$ cat src/rtl/aes_add_round_key_stream_if.sv
// Lane-serial AddRoundKey stream bundle: round-key offer, state lanes in, result lanes out.
// master drives the key/state and accepts results; slave is the AddRoundKey unit.
interface aes_add_round_key_stream_if #(
  parameter int unsigned DATA_W = 128,
  parameter int unsigned LANE_W = 8
);
  logic              key_valid;
  logic              key_ready;
  logic [DATA_W-1:0] key_in;
  logic              in_valid;
  logic              in_ready;
  logic [LANE_W-1:0] in_data;
  logic [LANE_W-1:0] in_mask;
  logic              out_valid;
  logic              out_ready;
  logic [LANE_W-1:0] out_data;
  logic              out_last;

  modport master (
    output key_valid, key_in, in_valid, in_data, in_mask, out_ready,
    input  key_ready, in_ready, out_valid, out_data, out_last
  );

  modport slave (
    input  key_valid, key_in, in_valid, in_data, in_mask, out_ready,
    output key_ready, in_ready, out_valid, out_data, out_last
  );
endinterface

$ cat src/rtl/aes_add_round_key_stream.sv
// Lane-serial AES AddRoundKey: XORs each state lane with its round-key slice (and optional mask)
// into a single registered output stage with pass-through backpressure.
module aes_add_round_key_stream #(
  parameter int unsigned DATA_W = 128,
  parameter int unsigned LANE_W = 8,
  parameter bit          MASKED = 1'b0
) (
  input logic                       clk,
  input logic                       rst_n,
  aes_add_round_key_stream_if.slave bus_io
);
  localparam int unsigned BEATS = DATA_W / LANE_W;
  localparam int unsigned CntW  = (BEATS > 1) ? $clog2(BEATS) : 1;

  logic [CntW-1:0]   beat_q, beat_d;
  logic [DATA_W-1:0] key_q, key_d;
  logic [LANE_W-1:0] out_data_q, out_data_d;
  logic              out_valid_q, out_valid_d;
  logic              out_last_q, out_last_d;

  logic              in_fire, out_fire, key_fire, is_last;
  logic [DATA_W-1:0] key_sel;
  logic [LANE_W-1:0] key_slice, mask_lane;

  assign bus_io.in_ready  = !out_valid_q || bus_io.out_ready;
  assign bus_io.key_ready = (beat_q == '0);
  assign bus_io.out_valid = out_valid_q;
  assign bus_io.out_data  = out_data_q;
  assign bus_io.out_last  = out_last_q;

  assign in_fire  = bus_io.in_valid && bus_io.in_ready;
  assign out_fire = out_valid_q && bus_io.out_ready;
  assign key_fire = bus_io.key_valid && bus_io.key_ready;
  assign is_last  = (beat_q == CntW'(BEATS - 1));

  // key_fire only happens at beat 0, so this bypass covers exactly the first lane of a new key.
  assign key_sel = key_fire ? bus_io.key_in : key_q;

  if (MASKED) begin : gen_mask
    assign mask_lane = bus_io.in_mask;
  end else begin : gen_no_mask
    assign mask_lane = '0;
  end

  always_comb begin
    key_slice = '0;
    for (int unsigned b = 0; b < BEATS; b++) begin
      if (beat_q == CntW'(b)) begin
        key_slice = key_sel[DATA_W-1-b*LANE_W -: LANE_W];
      end
    end
  end

  always_comb begin
    beat_d      = beat_q;
    key_d       = key_q;
    out_data_d  = out_data_q;
    out_valid_d = out_valid_q;
    out_last_d  = out_last_q;
    if (key_fire) begin
      key_d = bus_io.key_in;
    end
    if (in_fire) begin
      out_data_d  = bus_io.in_data ^ key_slice ^ mask_lane;
      out_valid_d = 1'b1;
      out_last_d  = is_last;
      beat_d      = is_last ? '0 : beat_q + 1'b1;
    end else if (out_fire) begin
      out_valid_d = 1'b0;
    end
  end

  always_ff @(posedge clk or negedge rst_n) begin
    if (!rst_n) begin
      beat_q      <= '0;
      key_q       <= '0;
      out_data_q  <= '0;
      out_valid_q <= 1'b0;
      out_last_q  <= 1'b0;
    end else begin
      beat_q      <= beat_d;
      key_q       <= key_d;
      out_data_q  <= out_data_d;
      out_valid_q <= out_valid_d;
      out_last_q  <= out_last_d;
    end
  end
endmodule

$ cat src/flat_wrapper.sv
// flat-port wrapper written by rule: the top's interface ports become plain ports
module aes_add_round_key_stream_flat 
#(
  parameter int unsigned DATA_W = 128,
  parameter int unsigned LANE_W = 8,
  parameter bit          MASKED = 1'b0
)
  (clk, rst_n, bus_io_key_valid, bus_io_key_in, bus_io_in_valid, bus_io_in_data, bus_io_in_mask, bus_io_out_ready, bus_io_key_ready, bus_io_in_ready, bus_io_out_valid, bus_io_out_data, bus_io_out_last);
  aes_add_round_key_stream_if #(.DATA_W(DATA_W), .LANE_W(LANE_W)) bus_io_i ();
  input logic clk;
  input logic rst_n;
  input wire logic [$bits(bus_io_i.key_valid)-1:0] bus_io_key_valid;
  input wire logic [$bits(bus_io_i.key_in)-1:0] bus_io_key_in;
  input wire logic [$bits(bus_io_i.in_valid)-1:0] bus_io_in_valid;
  input wire logic [$bits(bus_io_i.in_data)-1:0] bus_io_in_data;
  input wire logic [$bits(bus_io_i.in_mask)-1:0] bus_io_in_mask;
  input wire logic [$bits(bus_io_i.out_ready)-1:0] bus_io_out_ready;
  output wire logic [$bits(bus_io_i.key_ready)-1:0] bus_io_key_ready;
  output wire logic [$bits(bus_io_i.in_ready)-1:0] bus_io_in_ready;
  output wire logic [$bits(bus_io_i.out_valid)-1:0] bus_io_out_valid;
  output wire logic [$bits(bus_io_i.out_data)-1:0] bus_io_out_data;
  output wire logic [$bits(bus_io_i.out_last)-1:0] bus_io_out_last;
  assign bus_io_i.key_valid = bus_io_key_valid;
  assign bus_io_i.key_in = bus_io_key_in;
  assign bus_io_i.in_valid = bus_io_in_valid;
  assign bus_io_i.in_data = bus_io_in_data;
  assign bus_io_i.in_mask = bus_io_in_mask;
  assign bus_io_i.out_ready = bus_io_out_ready;
  assign bus_io_key_ready = bus_io_i.key_ready;
  assign bus_io_in_ready = bus_io_i.in_ready;
  assign bus_io_out_valid = bus_io_i.out_valid;
  assign bus_io_out_data = bus_io_i.out_data;
  assign bus_io_out_last = bus_io_i.out_last;
  aes_add_round_key_stream #(.DATA_W(DATA_W), .LANE_W(LANE_W), .MASKED(MASKED)) u_core (.clk(clk), .rst_n(rst_n), .bus_io(bus_io_i));
endmodule
$ cat config.mk
export PLATFORM = sky130hd
export DESIGN_NAME = aes_add_round_key_stream_flat
export DESIGN_NICKNAME = d
export VERILOG_FILES = /design/src/rtl/aes_add_round_key_stream_if.sv /design/src/rtl/aes_add_round_key_stream.sv /design/src/flat_wrapper.sv
export SDC_FILE = /design/constraint.sdc
export NUM_CORES = 1
export LEC_CHECK = 0
export ABC_CLOCK_PERIOD_IN_PS = 4900
export CAP_MARGIN = 20
export CORE_MARGIN = 2
export CORE_UTILIZATION = 42
export CTS_BUF_LIST = sky130_fd_sc_hd__clkbuf_8 sky130_fd_sc_hd__clkbuf_16
export CTS_CLUSTER_DIAMETER = 200
export CTS_CLUSTER_SIZE = 25
export DETAILED_ROUTE_END_ITERATION = 6
export PLACE_DENSITY_LB_ADDON = 0.12
export SLEW_MARGIN = 25
export SYNTH_ARGS = -nofsm -noshare
export SYNTH_HDL_FRONTEND = slang
export SYNTH_SLANG_ARGS = --single-unit
$ cat constraint.sdc
create_clock -name clk -period 4.9 [get_ports clk]
set_input_delay 0.49 -clock clk [delete_from_list [all_inputs] [get_ports clk]]
set_output_delay 0.49 -clock clk [all_outputs]
set_load 0.03 [all_outputs]
[Word level (Yosys, flattened, before mapping)]
Cells that the tools add are included.
Cells by class
  reduce and logical (&&, ||, !) cells: 7
  equal/unequal tests: 15
  mux-type cells: 20
  bitwise gates (word level): 1
  add/subtract/negate cells: 1
Operators by type and width (number)
  $mux 128: 1
  $mux 8: 16
  $eq 4x4->1 const B: 8
  $eq 4x3->1 const B: 4
  $eq 4x2->1 const B: 2
  $xor 8x8->8: 1
  $add 4x1->4 const B: 1
  $eq 4x1->1 const B: 1
  $logic_not 4->1: 1
  $mux 4: 1
  $logic_and 1x1->1: 3
  $mux 1: 2
  $reduce_bool 2->1: 1
  $logic_not 1->1: 1
  $logic_or 1x1->1: 1
Storage, ports and cells
  logic and storage cells: 49
  output and inout port bits: 12
  flip-flop bits (word level): 142

[Logic depth before layout (Yosys ltp)]
Gate-level depths: netlist of run 1.
  depth in word-level cells: 20
  gate-level depth with buffers: 11
  mapped depth without buffers: 8

[Worst setup path after synthesis of run 1]
OpenSTA, ideal clock, no wires.
  kind: register -> register
  from: register u_core.beat_q[0]
  to: register u_core.out_data_q[0] (netlist: u_core.bus_io.out_data[0])
  slack: 2.592 ns
  buffers on the path: 0
  library setup time: 0.127 ns
  arrival: 2.181 ns
  cell stages (with the launch flop): 9
  cell sequence: dfrtp_1 -> inv_1 -> ha_1 -> nor3b_2 -> and3_1 -> a2111oi_2 -> o311ai_1 -> a21oi_1 -> nand3b_1
On the way
  cells in the longest elaborated chain, start to end: 20
  elaborated cells on any way between the ends: 35
Ends and longest elaborated chain
  start, declared: line aes_add_round_key_stream.sv:15  | logic [CntW-1:0] beat_q, beat_d;
  start signal, assigned: line aes_add_round_key_stream.sv:81  | beat_q <= beat_d;
  $logic_not 4->1 *: line aes_add_round_key_stream.sv:26  | assign bus_io.key_ready = (beat_q == '0);
  named net bus_io_key_ready: line flat_wrapper.sv:18  | output wire logic [$bits(bus_io_i.key_ready)-1:0] bus_io_key_ready;
  $logic_and 1x1->1: line aes_add_round_key_stream.sv:33  | assign key_fire = bus_io.key_valid && bus_io.key_ready;
  $mux 128: line aes_add_round_key_stream.sv:37  | assign key_sel = key_fire ? bus_io.key_in : key_q;
  $mux 8 (15 in a row): line aes_add_round_key_stream.sv:48  | if (beat_q == CntW'(b)) begin
  $mux 8 *: line aes_add_round_key_stream.sv:48
  $xor 8x8->8 *: line aes_add_round_key_stream.sv:64  | out_data_d = bus_io.in_data ^ key_slice ^ mask_lane;
  end signal, assigned: line aes_add_round_key_stream.sv:83  | out_data_q <= out_data_d;
  end, declared: line aes_add_round_key_stream.sv:17  | logic [LANE_W-1:0] out_data_q, out_data_d;
Mark *: on every way through the listed nets, which the timed path passes. The rest lies on a longest branch.
A chain may end at the register's enable or synchronous reset.

[Worst setup path after layout of run 1]
  from: register u_core.beat_q[0]
  to: register u_core.out_data_q[0] (netlist: u_core.bus_io.out_data[0])
On the way
  cells in the longest elaborated chain, start to end: 20
  elaborated cells on any way between the ends: 35
Ends and longest elaborated chain (line)
  $logic_not 4->1: aes_add_round_key_stream.sv:26, aes_add_round_key_stream.sv:48
  $logic_and 1x1->1: aes_add_round_key_stream.sv:33
  $mux 128: aes_add_round_key_stream.sv:37
  $mux 8 (15 in a row): aes_add_round_key_stream.sv:48
  $mux 8 *: aes_add_round_key_stream.sv:48
  $xor 8x8->8 *: aes_add_round_key_stream.sv:64
Every way passes the cells marked *; elsewhere a longest branch is shown, timed or not.

==> results of run 1 <==
cell families after synthesis:
family | Yosys count
and+or+nand+nor | 391
DFF | 142
adders and majority gates | 4
xor gates and xnor gates | 1
buffers and inverters | 59
muxes | 49
AOI/OAI and AO/OA | 113
registers in the layout (all words and copies together), names as in the netlist:
| register | cells |
|---|---|
| u_core.bus_io.out_last | 1 |
| u_core.key_q | 128 |
| u_core.bus_io.out_valid | 1 |
| u_core.beat_q | 4 |
| u_core.bus_io.out_data | 8 |
worst register-to-register path: cells and delay by family (launching register included):
kind                       cells  cell delay [ns]
AOI/OAI and AO/OA              3             0.59
buffers and inverters          2             0.77
adders and majority gates      1             0.76
and+or+nand+nor                3             1.03
DFF                            1             0.41
where the power goes:
part | switching, mW | internal (mW) | leakage, nW
logic | 1.27 | 0.918 | 2.14
registers | 0.307 | 1.73 | 1.75
clock network | 0.486 | 0.959 | 0.330
final cells by class:
class	instances	area, um2	share of cell area, %
flip-flops and latches	142	3550	38.2
multi-input cells	558	3190	34.3
repair buffers	160	1580	17.0
clock buffers	18	439	4.72
well taps	220	275	2.96
clock inverters	14	221	2.38
inverters	10	37.5	0.404
metrics by stage:
stage          utilization, %  setup WS (ns)  power [mW]  std cells  instance area, um2
2_1_floorplan               -           2.59        3.49        759                7000
3_5_place_dp             52.6           1.28        4.23       1090                8640
4_1_cts                  56.7           1.27        5.68       1122                9300
5_1_grt                  56.7          0.971        6.03       1122                9300
6_report                 56.7           1.26        5.67       1122                9300
3_3_place_gp             52.6           1.37        4.16       1090                8640
path summary, 6_finish.rpt:
| kind | endpoint | slack [ns] | cells past startpoint |
|---|---|---|---|
| worst max-delay path | u_core.bus_io.out_data[0] | 1.26 | 9 |
| worst min-delay path | u_core.key_q[40] | 0.14 | 1 |
| worst max register to register | u_core.bus_io.out_data[0] | 1.26 | 9 |
| worst min register to register | u_core.key_q[48] | 0.47 | 2 |
| max in group asynchronous | u_core.key_q[87] | 3.60 | 2 |
| min in group clk | u_core.key_q[48] | 0.47 | 2 |
cell usage in the layout, fill, tap and decap left out, drive strengths merged, types with 9 or more instances in the layout:
cell type      Yosys  final
nand3             18     18
a21oi             35     35
nor2              27     27
nand2b            20     20
buf               26      9
mux2              40     40
nor3b              9      9
nand2            291    291
clkdlybuf4s50      0    151
mux2i              9      9
clkbuf            23     18
o21ai             14     14
inv               10     11
dfrtp            142    142
metal layers:
layer  part of all wire, %  wire length [um]  vias up  GRT usage [%]
met5                     0                 0        -              0
met4                   2.0               395        0           7.71
met3                   6.4              1250       27           4.87
met1                    46              8920     2856           31.6
met2                    46              8890      195           35.5
li1                      -                 -     2841              -
==> run summary, run 1 <==
status: finished, final reports clean
average wire per standard cell: 17.3 um
first-pass GRT wire length: 31000 um
largest net degree at the start of global routing: 99
Simple-Gate Fraction of Synth Area: 24.2%
DRT iter0 DRCs: 570
routed vias/inst: 5.28
GRT Total Usage: 22.7%
I/O Buffers: 152
synthesized cell area: 7000 um2
Max-Cap Viols: 0
worst rel slew slack: 38.8%
Max Slew Vio Count: 0
post-synth top area share: 50.8%
post-route clock period utilization: 74.2%
minimum clock period: 3.64 ns
CP Buf/Inv Count: 2
largest family of logic cells by synthesized area: simple AND/OR/NAND/NOR gates
FP Rows: 47
async set-reset flop share out of synthesis: 100%
Routed WL: 19500 um
WS Path Type: flip-flop to flip-flop
Detail Route Antenna Nets: 0
Initial DRT Pass Iterations: 5
Worst Hold Class: primary input to asynchronous set/reset pin
postcts setup bufs: 0
H-tree depth: 4
Hold Slack: 0.138 ns
clock skew: 0.00946 ns
Compound-Gate Fraction of Synth Area: 11.9%
RSZ-0062 raised after global routing: false
Hold Vio Cnt, Final: 0
XOR/XNOR Fraction of Synth Area: 0.125%
die area: 17700 um2
# diodes: 0
count leader, synth: nand2_1
Crit-path slowest cell: ha_1
Least-Margin Pin Slew: 0.917 ns
TritonCTS clock tree: built
DP Wirelength: 14100 um
CTS sink count: 142
largest area contributor in the netlist: dfrtp_1
Avg Inst Size Synth: 9.22 um2
Finish-stage setup viols: 0
RePlAce Congestion: 0.877
Synth Register Bits: 142
Max VDD drop: 328 uV
setup tns final: 0 ns
post-synthesis sequential area ratio: 50.8%
post-synthesis cell count: 759
initial antenna violation count: 0
Synth cell types: 47
Achievable Freq: 0.275 GHz
total CTS buffers: 17
Worst-Skew Late Latency: 0.43 ns
die height: 133 um
slowest cell delay on critical path: 0.76 ns
hold buffers post-CTS: 0
layout filler cell count: 1449
nets: 1042
syn_nets: 912
area delta synth->final: 32.9%
Worst setup startpoint: u_core.beat_q[0]
mux cell area share after synthesis: 8.42%
CP Cell Sequence: inv_1, ha_1, and4bb_4, buf_4, o211ai_1, nand3_1, o311ai_1, a21oi_1, nand3b_1
Post-synth EDFFs: 0
Post-synth top cells: nand2_1, dfrtp_1, a21oi_1
Clock Pin Slew Worst Setup and Hold Paths: 0.06 ns
# IOs: 161
Post-Synth Adder-Cell Area: 0.715%
largest cells by area after synthesis: dfrtp_1, nand2_1, mux2_2, mux2_4, a21oi_1
Synthesis Warnings: 0
initial core utilization: 42.6%
critical path peak fanout: 67
worst-case clock buffer depth: 2
Post-CTS Resized: 0
number of global-route vias before repair: 5984
drc violations: 0
worst r2r src: u_core.beat_q[0]
CP top delay family: simple AND/OR/NAND/NOR gates
worst path required time: 5.26 ns
Main synth FF type: dfrtp_1
Arr. time, crit path: 4.00 ns
leak pwr: 4.22 nW
DR vias: 5919
Die X: 133 um
CP Capture Type: flip-flop
CTS Root Cell: clkbuf_16
gr ovfl total: 0
Core Region: 16400 um2
P per Cell Area: 610 nW/um2
layout cells sized above 1: 9.53%
Setup crit start kind: flip-flop
Power figures use the tool's default switching activity.
==> run 2, diff against run 1 <==
--- a/config.mk
+++ b/config.mk
@@ -5,7 +5,7 @@
 export SDC_FILE = /design/constraint.sdc
 export NUM_CORES = 1
 export LEC_CHECK = 0
-export ABC_CLOCK_PERIOD_IN_PS = 4900
+export ABC_CLOCK_PERIOD_IN_PS = 3500
 export CAP_MARGIN = 20
 export CORE_MARGIN = 2
 export CORE_UTILIZATION = 42
==> constraint.sdc (replaced) <==
create_clock -name clk -period 3.5 [get_ports clk]
set_input_delay 0.35 -clock clk [delete_from_list [all_inputs] [get_ports clk]]
set_output_delay 0.35 -clock clk [all_outputs]
set_load 0.03 [all_outputs]
==> run 2 against run 1 <==
Effect of this change:
- clock power grew 28%
- flip-flop and latch count is the same
- via count shrank 0.15%
- clock skew decreased by 0.00083 ns
- sequential share of layout area is 0.14 points lower
- count of clock-buffer cells in the layout fell by 1
- die area unchanged
- final cell count is 0.98% higher
- worst hold slack improved by 0.31 ns
- critical endpoint is now bus_io_key_ready
==> run summary, run 2 (synthesis gave the netlist of run 1 again) <==
Max-Cap Viols: 0 (unchanged)
Detail Route Antenna Nets: 0 (unchanged)
area delta synth->final: 33.4%
RePlAce Congestion: 0.857 (-2.2%)
critical path peak fanout: 20 (-70%)
# IOs: 161 (unchanged)
setup tns final: 0 ns (unchanged)
die height: 133 um (unchanged)
Finish-stage setup viols: 0 (unchanged)
CP Buf/Inv Count: 3 (+1)
number of global-route vias before repair: 5977 (-0.12%)
first-pass GRT wire length: 32700 um (+5.5%)
clock skew: 0.00863 ns (-0.000829 ns)
initial antenna violation count: 0 (unchanged)
DRT iter0 DRCs: 449 (-21%)
most frequent cells in the layout: nand2_1, clkdlybuf4s50_1, dfrtp_1
leak pwr: 4.24 nW (+0.43%)
status: finished, final reports clean
setup ws final: 0.283 ns (-0.980 ns)
Routed WL: 20300 um (+4.2%)
Placed Instances: 1100 (+0.92%)
I/O Buffers: 152 (unchanged)
gr ovfl total: 0 (unchanged)
Worst Hold Class: primary input to flip-flop
Initial DRT Pass Iterations: 5 (unchanged)
TritonCTS clock tree: built
Clk pwr share: 23.5% (-2.0 points)
Achievable Freq: 0.311 GHz
Post-CTS Resized: 0 (unchanged)
layout filler cell count: 1417 (-2.2%)
nets: 1053 (+1.1%)
worst slack, placed: 0.449 ns (-0.835 ns)
multi-input logic area: 3190 um2 (unchanged)
CTS Root Cell: clkbuf_16
internal power consumption: 4.88 mW (+35%)
Worst-Skew Late Latency: 0.43 ns (about the same)
Top reg by flops: u_core.key_q
Max Slew Vio Count: 0 (unchanged)
Die X: 133 um (unchanged)
worst-case clock buffer depth: 2 (unchanged)
Seq. cell area: 3550 um2 (unchanged)
Max VDD drop: 497 uV (+51%)
routed vias/inst: 5.22 (-1.1%)
Finished Cell Area: 9330 um2 (+0.38%)
die area: 17700 um2 (unchanged)
Area after DPL: 8720 um2 (+1.0%)
layout cells sized above 1: 10.6% (+1.1 points)
postcts setup bufs: 0 (unchanged)
FP Rows: 47 (unchanged)
CTS sink count: 142 (unchanged)
max reg flops: 128 (unchanged)
CP Cell Sequence: inv_1, ha_1, buf_4, nor3b_2, clkdlybuf4s50_1
Hold Vio Cnt, Final: 0 (unchanged)
# diodes: 0 (unchanged)
Clock Pin Slew Worst Setup and Hold Paths: 0.06 ns (about the same)
Crit-path slowest cell: clkdlybuf4s50_1
Least-Margin Pin Slew: 0.857 ns (-0.0607 ns)
GRT Total Usage: 24.0% (+1.3 points)
most common cell after layout, fill and taps aside: nand2_1
combinational share of power: 40.9% (+2.3 points)
CP Capture Type: output pin
Core Region: 16400 um2 (unchanged)
largest net degree at the start of global routing: 77 (-22%)
Arr. time, crit path: 2.87 ns (-1.13 ns)
WS Path Type: flip-flop to output pin
average wire per standard cell: 17.9 um (+3.2%)
drc violations: 0 (unchanged)
Setup crit start kind: flip-flop
H-tree depth: 4 (unchanged)
final core utilization: 56.9% (+0.21 points)
worst path required time: 3.15 ns (-2.11 ns)
Seq pwr share: 35.6% (-0.3 points)
minimum clock period: 3.22 ns
P per Cell Area: 843 nW/um2 (+38%)
RSZ-0062 raised after global routing: false
total CTS buffers: 17 (unchanged)
slowest cell delay on critical path: 0.78 ns (+0.02 ns)
worst rel slew slack: 42.9% (+4.0 points)
DR vias: 5910 (-0.15%)
post-route clock period utilization: 91.9%
Sw Share: 38.0% (+1.6 points)
DP Wirelength: 14800 um (+5.1%)
initial core utilization: 42.6% (unchanged)
sw power: 2.99 mW (+45%)
fin cells: 1133 (+0.98%)
CP top delay family: buffers and inverters
run 2: per-stage QoR:
step	power, mW	hold slack, ns
floorplan	4.89	0.0544
global placement	5.92	0.417
detailed placement	6.02	0.431
CTS	7.89	0.438
global route	8.37	0.442
finish	7.87	0.446
run 2: tightest hold or removal path, stage by stage:
cell,delay [ns]
clkdlybuf4s50_1,0.39
nand2_1,0.05
nand2_1,0.04
run 2: power groups by stage:
stage,Sequential (mW),Combinational (mW),Clock [mW]
final,2.80,3.22,1.85
after global routing,2.88,3.55,1.94
after CTS,2.79,3.23,1.87
after detailed placement,2.82,3.21,0
after global placement,2.78,3.14,0
after floorplan,2.77,2.12,0
run 2: area by class of cell:
type                    count  area share [%]
well taps                 220            2.95
clock inverters            15            1.85
repair buffers            171            18.0
clock buffers              17            4.56
multi-input cells         558            34.2
flip-flops and latches    142            38.1
inverters                  10           0.402
run 2: final timing paths:
path	slack [ns]	depth (start not counted)	from	to
max in group asynchronous	2.02	3	rst_n	u_core.key_q[65]
hold reg to reg	0.47	2	u_core.key_q[50]	u_core.key_q[50]
setup / recovery	0.28	5	u_core.beat_q[0]	bus_io_key_ready
min in group asynchronous	0.50	2	rst_n	u_core.key_q[44]
hold / removal	0.45	3	bus_io_key_in[84]	u_core.key_q[84]
setup reg to reg	0.54	8	u_core.beat_q[0]	u_core.bus_io.out_data[2]
run 2: per-layer routing:
metal	GRT usage (%)	wire length, um	share of wire [%]	vias to the layer above
li1	-	-	-	2870
met1	34.7	9630	47	2833
met2	36.6	9280	46	192
met3	5.10	1140	5.6	15
met4	6.81	230	1.1	0
met5	0	0	0	-
run 2: repair_timing:
action,4_1_cts,5_1_grt
setup endpoints to repair,0,0
endpoints found under the hold margin,50,0
hold buffers,1,0
